[config.mk]
export PLATFORM = sky130hd
export DESIGN_NAME = concatenator
export DESIGN_NICKNAME = d
export VERILOG_FILES = /design/src/rtl/concatenator_pkg.sv /design/src/rtl/concatenator_addr_ctr.sv /design/src/rtl/concatenator.sv
export SDC_FILE = /design/constraint.sdc
export NUM_CORES = 2
export LEC_CHECK = 0
export ABC_CLOCK_PERIOD_IN_PS = 3700
export BUFFER_PORTS_ARGS = -buffer_cell sky130_fd_sc_hd__buf_2
export CORE_AREA = 2 2 407 409
export DETAILED_ROUTE_END_ITERATION = 12
export DIE_AREA = 0 0 409 411
export PLACE_DENSITY = 0.5
export SLEW_MARGIN = 40
export SYNTH_ARGS = -nofsm -noshare
export SYNTH_HDL_FRONTEND = slang
export SYNTH_SLANG_ARGS = --single-unit
export TNS_END_PERCENT = 10
[constraint.sdc]
create_clock -name clk -period 3.7 [get_ports clk]
set_input_delay 0.74 -clock clk [delete_from_list [all_inputs] [get_ports clk]]
set_output_delay 0.74 -clock clk [all_outputs]
set_load 0.01 [all_outputs]
[src/rtl/concatenator_pkg.sv]
// Shared constants and types for the ChaCha20 keystream collection buffer.
package concat_pkg;

    localparam int WORDS_PER_MATRIX = 64;
    localparam int DATA_SIZE        = 8;

    typedef logic [DATA_SIZE-1:0] concat_word_t;

endpackage : concat_pkg

[src/rtl/concatenator_addr_ctr.sv]
// Write pointer, full flag and one-hot slot write enables for concatenator.
// Build option CONCATENATOR_WRAP_EN turns the sticky full into a one-cycle pulse with continuous wrap.
module concat_addr_ctr #(
    parameter int NO_REG = 128
) (
    input  logic              clk,
    input  logic              rst,
    output logic              full,
    output logic [NO_REG-1:0] wr_en
);
    import concat_pkg::*;

    localparam int PTR_W = $clog2(NO_REG);
    localparam logic [PTR_W-1:0] LAST_PTR = PTR_W'(NO_REG - 1);

    logic [PTR_W-1:0]  wr_ptr_r;
    logic [PTR_W-1:0]  wr_ptr_nxt_s;
    logic              full_r;
    logic              full_nxt_s;
    logic              write_s;
    logic [NO_REG-1:0] wr_en_s;

    // Next pointer / full flag and the per-slot write decode
    always_comb begin
        wr_ptr_nxt_s = wr_ptr_r;
        full_nxt_s   = full_r;
        write_s      = 1'b0;
        wr_en_s      = '0;
`ifdef CONCATENATOR_WRAP_EN
        // Streaming: every cycle writes; full only marks the slot that closes the array
        write_s = 1'b1;
        if (wr_ptr_r == LAST_PTR) begin
            wr_ptr_nxt_s = '0;
            full_nxt_s   = 1'b1;
        end else begin
            wr_ptr_nxt_s = wr_ptr_r + PTR_W'(1);
            full_nxt_s   = 1'b0;
        end
`else
        if (!full_r) begin
            write_s = 1'b1;
            if (wr_ptr_r == LAST_PTR) begin
                wr_ptr_nxt_s = '0;
                full_nxt_s   = 1'b1;
            end else begin
                wr_ptr_nxt_s = wr_ptr_r + PTR_W'(1);
                full_nxt_s   = 1'b0;
            end
        end else begin
            wr_ptr_nxt_s = wr_ptr_r;
            full_nxt_s   = 1'b1;
        end
`endif
        for (int i = 0; i < NO_REG; i++) begin
            wr_en_s[i] = write_s && (wr_ptr_r == PTR_W'(i));
        end
    end

    // Pointer and full flag registers with synchronous active-low reset
    always_ff @(posedge clk) begin
        if (!rst) begin
            wr_ptr_r <= '0;
            full_r   <= 1'b0;
        end else begin
            wr_ptr_r <= wr_ptr_nxt_s;
            full_r   <= full_nxt_s;
        end
    end

    assign full  = full_r;
    assign wr_en = wr_en_s;

endmodule : concat_addr_ctr

[src/rtl/concatenator.sv]
// Byte-serial collection buffer: captures one word per clock into a NUM_MATRICES*64 entry array.
// Build option CONCATENATOR_WRAP_EN selects continuous wrap-around streaming instead of sticky full.
module concatenator #(
    parameter int  DATA_SIZE    = concat_pkg::DATA_SIZE,
    parameter int  NUM_MATRICES = 2,
    localparam int NO_REG       = concat_pkg::WORDS_PER_MATRIX * NUM_MATRICES
) (
    input  logic                 clk,
    input  logic                 rst,
    input  logic [DATA_SIZE-1:0] input_data_split,
    output logic                 full,
    output logic [DATA_SIZE-1:0] concatout [0:NO_REG-1]
);
    import concat_pkg::*;

    logic [NO_REG-1:0]    wr_en_s;
    logic [DATA_SIZE-1:0] storage_r [0:NO_REG-1];

    concat_addr_ctr #(
        .NO_REG (NO_REG)
    ) u_addr_ctr (
        .clk   (clk),
        .rst   (rst),
        .full  (full),
        .wr_en (wr_en_s)
    );

    // Storage array: cleared by reset, one slot written per enabled cycle
    always_ff @(posedge clk) begin
        if (!rst) begin
            for (int i = 0; i < NO_REG; i++) begin
                storage_r[i] <= '0;
            end
        end else begin
            for (int i = 0; i < NO_REG; i++) begin
                if (wr_en_s[i]) begin
                    storage_r[i] <= input_data_split;
                end else begin
                    storage_r[i] <= storage_r[i];
                end
            end
        end
    end

    assign concatout = storage_r;

endmodule : concatenator

[Word level (Yosys, flattened, before mapping)]
Index checks and enable logic that the tools add are counted.
Widths: inputs -> output; s select.
Operators by class
  add/subtract/negate cells: 1
  equal/unequal tests: 127
  mux-type cells: 4
  reduce and logical (&&, ||, !) cells: 129
Operators by type and width (count)
  $eq 7x7->1 const B: 64
  $eq 7x6->1 const B: 32
  $logic_and 1x1->1: 128
  $eq 7x5->1 const B: 16
  $eq 7x4->1 const B: 8
  $eq 7x3->1 const B: 4
  $eq 7x2->1 const B: 2
  $add 7x1->7 const B: 1
  $eq 7x1->1 const B: 1
  $logic_not 7->1: 1
  $mux 7: 1
  $mux 1: 3
Word-level totals
  register bits after elaboration: 1032
  bits of input ports: 10
  output and inout bits: 1025
  word-level logic and storage cells: 391

[Longest topological paths before layout]
  depth in word-level cells: 3
  mapped depth: 6
  mapped depth without buffers: 5

[By module]
A second synthesis with hierarchy kept.
Second synthesis, totals
  cells, all modules: 3640
  area, all modules: 43392.9 µm²
Modules (own cells, without submodules)
  concatenator: instances 1, cells an instance 3426, area each 42162.9 µm²
  concat_addr_ctr: instances 1, cells an instance 214, area each 1229.9 µm²

[Least setup slack after synthesis]
OpenSTA, ideal clock, no wires.
  path kind: in2reg
  start: in rst
  end: reg storage_r, in the netlist concatout[1]
  arrival time: 1.589 ns
  required time: 3.565 ns
  slack: 1.976 ns
  stages on the path: 5
  cell sequence: buf_2 > nand2_1 > clkbuf_1 > clkbuf_1 > mux2i_1
RTL lines
  start, declared: line concatenator.sv:9  | input logic rst,
  end signal, assigned by index: line concatenator.sv:37  | storage_r[i] <= input_data_split;
  end signal, assigned by index: line concatenator.sv:39  | storage_r[i] <= storage_r[i];
  end, declared: line concatenator.sv:17  | logic [DATA_SIZE-1:0] storage_r [0:NO_REG-1];

[Worst setup path in the final report]
  start: reg u_addr_ctr.full_r (netlist: u_addr_ctr.full)
  end: out full
RTL lines
  start, declared: line concatenator_addr_ctr.sv:18  | logic full_r;
  start signal, assigned: line concatenator_addr_ctr.sv:66  | full_r <= full_nxt_s;
  end, declared: line concatenator.sv:11  | output logic full,
No word-level cell between the ends.

==> out/qor.csv <==
metric,value,unit
reg2regPathDepth,4,
rsz0062_at_grt,false,
hold_path_class,register to register,
cp.buffers_inverters,1,
drc,0,
place_hpwl,107.2,mm
hold_violations,0,
drtIter0Drc,1360,
final_cell_mix,"nand2_1 (1033), buf_2 (1033), dfxtp_1 (1031)",
skew,39.09,ps
post_cts_buffers,0,
crit_required,2960,ps
critPathMaxFanout,17,
slowest_stage,dfxtp_1,
ant_nets,0,
yosysWarnings,0,
die-area,0.1681,mm²
dp.cells,6614,
criticalPathCategory,register to output pin,
startpoint,u_addr_ctr.full,
path_delay_family,flip-flops,
tightestPinTransition,822.5,ps
totalPowerFinal,0.02340,W
endpoint_kind,output pin,
cts_tree,done,
wl,153.0,mm
layout_setup_ws,1041,ps
max_slew_margin,45.09,%
reg2reg_slack,1150,ps
antenna_found_initial,3,
timing.rr.start,u_addr_ctr.wr_ptr_r[6],
slew_viol_final,0,
holdBufCountCts,0,
p_leak,26.60,nW
synthesis.instances,3548,
cts_made_buffers,115,
path_cells,buf_2,
dr.pass1.iters,5,
placed_cell_area,0.04598,mm²
grt_pass1_wl,213.5,mm
drt-wirelength-per-cell,22.45,µm
cp.depth,1,
nFillCells,17090,
clockBufferDepth,3,
powerDensity,470.5,mW/mm²
grt-ovfl-total,0,
synth_cell_type_count,39,
ir_drop,0.0003551,V
port-buffer-count,1034,
drt-vias-per-instance,4.220,
core-area,0.1639,mm²
synth-seq-cells,1032,
grt_start_max_net_pins,197,
clkTransAtPathRegs,60,ps
yosysSeqAreaShare,54.75,%
syn_area_per_cell,10.64,µm²
tns,0,ps
outcome,completed,
syn_nets,3562,
holdPathStages,2,
nets,4557,
first_global_vias,28320,
postLayoutCellArea,0.04972,mm²
arrival,1920,ps
maxCapViolCount,0,
fin_crit_sh,71.86,%
fmax,0.3761,GHz
start_util,23.03,%
place_ws,1073,ps
post-route-min-period,2659,ps
ioPinCount,1035,
cp-start-kind,register,
die_h,411,µm
cts.repair.resized,0,
area_growth,31.77,%
die_w,409,µm
via_count,28770,
hold_start,concatout[149],
netlist_area,0.03774,mm²
h-tree-depth,3,
clk-insertion-delay-late,740,ps
drive_above_1_share,31.83,%
rows,149,
finalSetupViolCount,0,
endpoint,full,
grtUsageTotal,17.45,%
rr_endpoint,concatout[417],
instances_no_fill,6817,
max_stage_delay,850,ps
gp_congestion,0.7757,
cts.sink_count,1032,
cts-root-buf,clkbuf_16,
-- cell families (layout without fill, tap and decap cells) --
group / after synthesis / count (layout) / synth area share [%]
AND/OR/NAND/NOR: 1205 / 1205 / 14.66
other: 0 / 1 / 0
AO/OA/AOI/OAI: 7 / 7 / 0.1127
flip-flops: 1032 / 1032 / 54.75
adder cells (fa/ha/maj): 4 / 4 / 0.1326
buffers and inverters: 272 / 1351 / 3.093
XOR/XNOR: 4 / 4 / 0.09286
multiplexers: 1024 / 1024 / 27.16
-- metal layers --
metal / track usage [%] / up-vias / share of wire [%]
li1: - / 13690 / -
met1: 21.39 / 14040 / 43
met2: 29.08 / 823 / 48
met3: 4.301 / 220 / 6.0
met4: 7.285 / 0 / 3.8
met5: 0 / - / 0
-- where the power goes --
part	internal (W)	switching [W]	leakage, nW
sequential	0.0111	0.0000212	8.31
combinational	0.000223	0.000663	16.5
clock	0.00650	0.00484	1.81
-- state kept, by name (all words and copies together), names as in the netlist --
register	flops
concatout	1024
u_addr_ctr.wr_ptr_r	7
u_addr_ctr.full	1
-- synthesized netlist by cell type --
library cell | number | area, µm²
a21oi_1 | 1 | 5.000
and2_1 | 2 | 12.51
and3_1 | 1 | 6.260
and3b_1 | 3 | 26.28
buf_1 | 1 | 3.750
buf_2 | 12 | 60.06
buf_4 | 22 | 165.2
buf_6 | 5 | 56.30
buf_8 | 1 | 15.01
clkbuf_1 | 229 | 859.6
dfxtp_1 | 1032 | 20660
ha_1 | 4 | 50.05
inv_1 | 2 | 7.510
mux2i_1 | 1024 | 10250
nand2_1 | 1041 | 3908
nand2_2 | 41 | 256.5
nand2_4 | 48 | 540.5
nand2b_1 | 1 | 6.260
nand3_1 | 2 | 10.01
nand3_2 | 1 | 10.01
nand3b_1 | 1 | 7.510
nand3b_2 | 1 | 11.26
nand3b_4 | 2 | 40.04
nand4b_1 | 5 | 43.79
nor2_1 | 3 | 11.26
nor2_2 | 3 | 18.77
nor2_4 | 21 | 236.5
nor2_8 | 8 | 160.2
nor3_2 | 1 | 10.01
nor3b_2 | 3 | 37.54
nor4b_2 | 4 | 60.06
nor4bb_1 | 8 | 80.08
o21a_1 | 3 | 22.52
o21ai_0 | 3 | 15.01
or3_1 | 2 | 12.51
or3b_1 | 1 | 8.760
or3b_2 | 2 | 17.52
xnor2_1 | 2 | 17.52
xor2_1 | 2 | 17.52
-- per-stage QoR --
step | utilization (%) | hold slack, ps
floorplan | - | 479.0
global placement | 28.03 | 440.3
detailed placement | 28.06 | 442.8
CTS | 30.32 | 440.5
global route | 30.34 | 466.8
finish | 30.34 | 450.7
-- worst min path at each step --
stage	end
after floorplan	concatout[0]
after global placement	concatout[131]
after detailed placement	concatout[397]
after CTS	concatout[302]
after global routing	concatout[663]
final	concatout[149]
-- cell type report --
class	instances	area [µm²]	share of cell area, %
sequential	1032	20660	41.55
clock inverter	31	339.1	0.6819
antenna	1	2.502	0.005033
multi-input combinational	2244	16170	32.51
clock buffer	170	3377	6.791
timing repair buffer	1148	6431	12.93
inverter	2	7.507	0.01510
tap	2189	2739	5.508
(Power assumes the default switching activity.)
